===== config.mk =====
export PLATFORM = sky130hd
export DESIGN_NAME = mem_port_arbiter
export DESIGN_NICKNAME = d
export VERILOG_FILES = /design/src/rtl/mem_port_arbiter.sv
export SDC_FILE = /design/constraint.sdc
export NUM_CORES = 1
export LEC_CHECK = 0
export ABC_AREA = 1
export CELL_PAD_IN_SITES_DETAIL_PLACEMENT = 0
export CELL_PAD_IN_SITES_GLOBAL_PLACEMENT = 1
export CORE_MARGIN = 2
export CORE_UTILIZATION = 29
export CTS_CLUSTER_SIZE = 28
export DETAILED_ROUTE_END_ITERATION = 8
export PLACE_DENSITY = 0.81
export SLEW_MARGIN = 20
export SYNTH_ARGS = -nofsm -noshare
export SYNTH_HDL_FRONTEND = slang
export SYNTH_SLANG_ARGS = --single-unit
export TNS_END_PERCENT = 5

===== constraint.sdc =====
create_clock -name clk_i -period 1.6 [get_ports clk_i]
set_input_delay 0.32 -clock clk_i [delete_from_list [all_inputs] [get_ports clk_i]]
set_output_delay 0.32 -clock clk_i [all_outputs]
set_load 0.02 [all_outputs]

===== src/rtl/mem_port_arbiter.sv =====
// Shares one single-port memory between instruction fetch and data access, data first.
// Optional build macro MEM_TIMEOUT_EN adds a BUSY watchdog with NOP/zero abort and sticky err_o.
module mem_port_arbiter #(
  parameter int AW      = 32,
  parameter int DW      = 32,
  parameter int TIMEOUT = 255
) (
  input  logic          clk_i,
  input  logic          rst_ni,
  input  logic          if_req_i,
  input  logic [AW-1:0] if_addr_i,
  output logic [DW-1:0] if_rdata_o,
  output logic          if_valid_o,
  input  logic          d_req_i,
  input  logic          d_we_i,
  input  logic [AW-1:0] d_addr_i,
  input  logic [DW-1:0] d_wdata_i,
  output logic [DW-1:0] d_rdata_o,
  output logic          d_valid_o,
  output logic          mem_req_o,
  output logic          mem_we_o,
  output logic [AW-1:0] mem_addr_o,
  output logic [DW-1:0] mem_wdata_o,
  input  logic [DW-1:0] mem_rdata_i,
  input  logic          mem_ready_i,
  output logic          stall_o,
  output logic          err_o
);

  typedef enum logic [1:0] {
    IDLE   = 2'd0,
    BUSY_I = 2'd1,
    BUSY_D = 2'd2
  } state_e;

  state_e        state_q, state_d;
  logic          mem_req_q, mem_req_d;
  logic          mem_we_q, mem_we_d;
  logic [AW-1:0] mem_addr_q, mem_addr_d;
  logic [DW-1:0] mem_wdata_q, mem_wdata_d;
  logic [DW-1:0] if_rdata_q, if_rdata_d;
  logic [DW-1:0] d_rdata_q, d_rdata_d;
  logic          if_valid_q, if_valid_d;
  logic          d_valid_q, d_valid_d;
  logic          d_grant, i_grant;
  logic          timeout_hit;

  // A requester whose valid is showing this cycle must not be re-granted.
  assign d_grant = d_req_i & ~d_valid_q;
  assign i_grant = if_req_i & ~if_valid_q;

`ifdef MEM_TIMEOUT_EN
  localparam logic [7:0]    TO_LAST = 8'(TIMEOUT - 1);
  localparam logic [DW-1:0] NOP     = DW'(32'h0000_0013);

  logic [7:0] cnt_q, cnt_d;
  logic       err_q, err_d;

  assign timeout_hit = (state_q != IDLE) && !mem_ready_i && (cnt_q == TO_LAST);
  assign err_o       = err_q;
`else
  logic unused_timeout;

  assign timeout_hit    = 1'b0;
  assign err_o          = 1'b0;
  assign unused_timeout = ^32'(TIMEOUT);
`endif

  always_comb begin
    state_d     = state_q;
    mem_req_d   = mem_req_q;
    mem_we_d    = mem_we_q;
    mem_addr_d  = mem_addr_q;
    mem_wdata_d = mem_wdata_q;
    if_rdata_d  = if_rdata_q;
    d_rdata_d   = d_rdata_q;
    if_valid_d  = 1'b0;
    d_valid_d   = 1'b0;
`ifdef MEM_TIMEOUT_EN
    cnt_d       = cnt_q;
    err_d       = err_q;
`endif
    case (state_q)
      IDLE: begin
`ifdef MEM_TIMEOUT_EN
        cnt_d = 8'd0;
`endif
        if (d_grant) begin
          state_d     = BUSY_D;
          mem_req_d   = 1'b1;
          mem_we_d    = d_we_i;
          mem_addr_d  = d_addr_i;
          mem_wdata_d = d_wdata_i;
        end else if (i_grant) begin
          state_d     = BUSY_I;
          mem_req_d   = 1'b1;
          mem_we_d    = 1'b0;
          mem_addr_d  = if_addr_i;
          mem_wdata_d = '0;
        end
      end
      BUSY_I, BUSY_D: begin
        if (mem_ready_i) begin
          state_d   = IDLE;
          mem_req_d = 1'b0;
          if (state_q == BUSY_I) begin
            if_rdata_d = mem_rdata_i;
            if_valid_d = 1'b1;
          end else begin
            d_valid_d = 1'b1;
            if (!mem_we_q) d_rdata_d = mem_rdata_i;
          end
        end else if (timeout_hit) begin
          state_d   = IDLE;
          mem_req_d = 1'b0;
`ifdef MEM_TIMEOUT_EN
          err_d     = 1'b1;
          if (state_q == BUSY_I) begin
            if_rdata_d = NOP;
            if_valid_d = 1'b1;
          end else begin
            d_rdata_d = '0;
            d_valid_d = 1'b1;
          end
`endif
        end else begin
`ifdef MEM_TIMEOUT_EN
          cnt_d = cnt_q + 8'd1;
`endif
        end
      end
      default: begin
        state_d   = IDLE;
        mem_req_d = 1'b0;
      end
    endcase
  end

  always_ff @(posedge clk_i or negedge rst_ni) begin
    if (!rst_ni) begin
      state_q     <= IDLE;
      mem_req_q   <= 1'b0;
      mem_we_q    <= 1'b0;
      mem_addr_q  <= '0;
      mem_wdata_q <= '0;
      if_rdata_q  <= '0;
      d_rdata_q   <= '0;
      if_valid_q  <= 1'b0;
      d_valid_q   <= 1'b0;
    end else begin
      state_q     <= state_d;
      mem_req_q   <= mem_req_d;
      mem_we_q    <= mem_we_d;
      mem_addr_q  <= mem_addr_d;
      mem_wdata_q <= mem_wdata_d;
      if_rdata_q  <= if_rdata_d;
      d_rdata_q   <= d_rdata_d;
      if_valid_q  <= if_valid_d;
      d_valid_q   <= d_valid_d;
    end
  end

`ifdef MEM_TIMEOUT_EN
  always_ff @(posedge clk_i or negedge rst_ni) begin
    if (!rst_ni) begin
      cnt_q <= 8'd0;
      err_q <= 1'b0;
    end else begin
      cnt_q <= cnt_d;
      err_q <= err_d;
    end
  end
`endif

  assign mem_req_o   = mem_req_q;
  assign mem_we_o    = mem_we_q;
  assign mem_addr_o  = mem_addr_q;
  assign mem_wdata_o = mem_wdata_q;
  assign if_rdata_o  = if_rdata_q;
  assign d_rdata_o   = d_rdata_q;
  assign if_valid_o  = if_valid_q;
  assign d_valid_o   = d_valid_q;
  // Combinational so the core freezes in the same cycle the request appears.
  assign stall_o     = (if_req_i & ~if_valid_q) | (d_req_i & ~d_valid_q);

endmodule

# Word-level counts from Yosys, hierarchy flattened
# Index checks and enable logic that the tools add are counted.
dict set report word_totals {
  reg_bits 134
  in_bits 134
  output_inout_bits 134
  word_cells 47
}
dict set report op_classes {
  eq_ne 4
  muxes 20
  n_bitwise 7
  n_reduce_logical 7
}
# op count
set ops {}
lappend ops {{two-way mux 32 bit} 4}
lappend ops {{two-way mux 1 bit} 11}
lappend ops {{two-way mux 2 bit} 3}
lappend ops {{inverter 1 bit} 4}
lappend ops {{one-hot mux 2 bit (2 select lines)} 1}
lappend ops {{AND reduction 2 bit} 2}
lappend ops {{AND reduction 4 bit} 1}
lappend ops {{!= test 3 bit (second input constant)} 1}
lappend ops {{AND reduction 3 bit} 1}
lappend ops {{bitwise AND 1 bit} 2}
lappend ops {{equality test 2 x 1 -> 1 bit (second input constant)} 1}
lappend ops {{equality test 2 bit (second input constant)} 1}
lappend ops {{zero test 2 bit} 1}
lappend ops {{!= test 2 bit (second input constant)} 1}
lappend ops {{one-hot mux 1 bit (2 select lines)} 1}
lappend ops {{nonzero test 2 bit} 1}
lappend ops {{OR reduction 2 bit} 1}
lappend ops {{bitwise OR 1 bit} 1}

# Logic depth before layout (Yosys ltp)
dict set report logic_depth {
  word_depth 5
  mapped_depth 8
  depth_no_buf 7
}

# Least setup slack after synthesis
# No wires, ideal clock.
dict set report synth_timing {
  kind {register to register}
  from {register state_q[0]}
  to {register d_rdata_q[11], in the netlist d_rdata_o[11]}
  setup_ns 0.130
  t_arrival_ns 1.276
  required_ns 1.470
  slack_ns 0.193
  stages_incl_launch_ff 8
  n_path_buf 1
  synth_period_minus_slack_ns 1.407
  cell_sequence {dfrtp_1 -> inv_1 -> ha_1 -> nand2_1 -> nor2_2 -> nand2_2 -> clkbuf_1 -> o21ai_1}
}
dict set report synth_between {
  elab_chain_len 3
  word_cells_on_any_way 5
  classes_between {2 x eq/ne; 1 x bitwise; 2 x reduce/logical}
}
# item line_no
set synth_lines {}
lappend synth_lines {{start, declared} 36} ;# state_e state_q, state_d;
lappend synth_lines {{start signal, assigned} 151} ;# state_q <= state_d;
lappend synth_lines {{equality test 2 x 1 -> 1 bit or equality test 2 bit (tied branches)} {83, 106}}
lappend synth_lines {{OR reduction 2 bit or inverter 1 bit (tied branches)} n/a}
lappend synth_lines {{AND reduction 4 bit (no source line) *} n/a}
lappend synth_lines {{end signal, assigned} 157} ;# d_rdata_q <= d_rdata_d;
lappend synth_lines {{end, declared} 42} ;# logic [DW-1:0] d_rdata_q, d_rdata_d;
# Mark *: on every way between the ends. The rest lies on a longest branch, timed or not.
# A chain may end at the register's enable or synchronous reset.

# Worst setup path after layout
dict set report layout_timing {
  from {input d_req_i}
  to {output stall_o}
}
dict set report layout_between {
  elab_chain_len 2
}
# item line_no
set layout_lines {}
lappend layout_lines {{start, declared} 14} ;# input logic d_req_i,
lappend layout_lines {{bitwise AND 1 bit} 184} ;# assign stall_o = (if_req_i & ~if_valid_q) | (d_req_i & ~d_valid_q);
lappend layout_lines {{bitwise OR 1 bit} 184}
lappend layout_lines {{end, declared} 26} ;# output logic stall_o,
# Every way passes these cells.

==> flow_summary.json <==
{
  "outcome": "finished clean",
  "hold_class": "input port to async pin",
  "ys_warn_count": 0,
  "wl_per_cell_um": 14.2,
  "place_inst": 1167,
  "die_h_um": 143,
  "path_cells": "clkdlybuf4s50_1 > nand2_8 > nand2_4 > buf_2",
  "arrival_ps": 1210,
  "synth_edf_count": 0,
  "via_per_inst": 4.30,
  "synthToLayoutAreaGrowth_pct": 61.3,
  "cpMaxStageDelayCell": "clkdlybuf4s50_1",
  "finalMaxSlewViolations": 0,
  "synth_cell_type_count": 20,
  "grt-ovfl-total": 0,
  "numCtsBuffers": 17,
  "clk_latency_ps": 410,
  "drt_first_pass_iters": 4,
  "hold-worst-slack_ps": 355,
  "rsz0062_at_grt": "no",
  "power.density_nw_per_um2": 1900,
  "crit_path_max_incr_delay_ps": 590,
  "row_count": 50,
  "netlist.area_leader.share_pct": 59.7,
  "critPathLaunchType": "input port",
  "dr_total_vias": 5156,
  "crit_buf_inv": 2,
  "htree_levels": 4,
  "nNetsFinal": 1063,
  "yosysSeqAreaShare_pct": 59.7,
  "dieArea_um2": 20500,
  "synth_area_um2": 5610,
  "finalCritPeriodShare_pct": 95.4,
  "path_clk_slew_ps": 70,
  "p_leak_nw": 4.85,
  "worstPathMaxFanout": 2,
  "clock_sinks": 134,
  "total_power_mw": 17.2,
  "cts_root_buffer": "clkbuf_16",
  "synth_commonest_cells": "303 x nand2_1, 134 x dfrtp_1, 66 x nand3_1",
  "ios": 268,
  "fin_crit_ps": 1530,
  "grt_pass1_vias": 5217,
  "cts_tree": "done",
  "drtAntennaViolNets": 0,
  "instances_no_fill": 1200,
  "yosysMostFrequentCell": "nand2_1",
  "clockBufferDepth": 2,
  "timing.fmax_ghz": 0.655,
  "ys_top_cells_by_area": "dfrtp_1 60%, nand2_1 20%, nand3_1 5.9%, o21ai_0 4.6%, inv_1 2.6%",
  "track_usage_pct": 16.9,
  "end_kind": "primary output",
  "drtIter0Drc": 180,
  "finalHoldViolations": 0,
  "dp_hpwl_um": 12100,
  "drc": 0,
  "layout-drive-gt1-share_pct": 6.91,
  "reg2reg_slack_ps": 130,
  "totalWireLength_um": 17000,
  "required_ps": 1280,
  "grt_max_degree": 65,
  "antenna_cells": 0,
  "cap_violations": 0,
  "final.setup.tns_ps": 0,
  "coreArea_um2": 18800,
  "grt_pass1_wl_um": 27200,
  "setup_viol": 0,
  "crit_family": "buffers and inverters",
  "synth_cells": 658,
  "syn_avg_cell_area_um2": 8.53,
  "finalClockSkew_ps": 9.50,
  "antenna_found_initial": 0,
  "initial_utilization_pct": 29.8,
  "synth_top_cell_by_area": "dfrtp_1",
  "final_util_pct": 48.1,
  "synth_ff_type": "dfrtp_1",
  "fp.dieW_um": 143,
  "place.gp.congestion": 0.753,
  "irDropWorstVdd_mv": 0.993,
  "async_flop_share_pct": 100,
  "crit_type": "input port to primary output",
  "ys_ff_latch": 134,
  "syn_nets": 794,
  "port_buffers": 266
}
worst paths after layout:
path / start / end / cells after the start
min in group clk_i: d_wdata_i[7] / mem_wdata_o[7]$_DFFE_PN0P_ / 3
max: d_req_i / stall_o / 4
min reg2reg: mem_wdata_o[8]$_DFFE_PN0P_ / mem_wdata_o[8]$_DFFE_PN0P_ / 2
max in group asynchronous: rst_ni / if_rdata_o[6]$_DFFE_PN0P_ / 3
min: rst_ni / d_rdata_o[27]$_DFFE_PN0P_ / 2
max reg2reg: state_q[0]$_DFFE_PN0P_ / d_rdata_o[10]$_DFFE_PN0P_ / 8
final cells by class:
| class | instances | area [um2] |
|---|---|---|
| well taps | 260 | 325 |
| inverters | 40 | 150 |
| multi-input cells | 443 | 1890 |
| clock buffers | 18 | 429 |
| clock inverters | 14 | 138 |
| fillers | 1850 | 9780 |
| repair buffers | 291 | 2770 |
| flip-flops and latches | 134 | 3350 |
power breakdown:
part	internal (mW)	switching, mW
sequential	4.91	0.745
clock	2.18	1.58
combinational	2.93	4.90
through the flow:
| stage | setup slack [ps] | area [um2] |
|---|---|---|
| 5_1_grt | 6.64 | 9050 |
| 6_report | 73.9 | 9050 |
| 2_1_floorplan | 193 | 5610 |
| 4_1_cts | 29.1 | 9050 |
| 3_3_place_gp | -370 | 8650 |
| 3_5_place_dp | -375 | 8650 |
metal layers:
metal / part of all wire (%) / GRT usage, % / wire length, um
met1: 42 / 20.1 / 7150
met3: 11 / 7.88 / 1950
met2: 45 / 27.4 / 7660
met4: 1.5 / 5.16 / 251
met5: 0 / 0 / 0
registers in the layout (all words and copies together) (netlist names):
signal	cells
mem_addr_o	32
d_valid_o	1
mem_req_o	1
d_rdata_o	32
mem_we_o	1
state_q	2
if_valid_o	1
mem_wdata_o	32
if_rdata_o	32
cell usage in the layout, fill, tap and decap left out, types with 12 or more instances in the layout:
cell	n
inv_1	39
clkdlybuf4s50_1	132
dlygate4sd2_1	131
dfrtp_1	134
o21ai_1	12
buf_4	17
clkbuf_16	17
o21ai_0	52
nand2_1	302
nand3_1	66
logic make-up (layout without fill, tap and decap cells):
| kind of cell | count (synthesis) | count (layout) | share of synthesized area (%) |
|---|---|---|---|
| AND/OR/NAND/NOR | 376 | 376 | 27.3 |
| other | 1 | 1 | 0.0668 |
| AO/OA/AOI/OAI | 64 | 64 | 5.71 |
| adder cells (fa/ha/maj) | 2 | 2 | 0.446 |
| flip-flops | 134 | 134 | 59.7 |
| buffers and inverters | 81 | 363 | 6.71 |
timing repair:
item / in CTS / in global routing
setup buffers: 0 / 0
cloned: 0 / 0
gates resized for setup: 136 / 1
endpoints found under the setup margin: 133 / 1
hold endpoints to repair: 26 / 0
hold buffers: 1 / 0
Note: power is estimated with default switching activity, not from simulation.
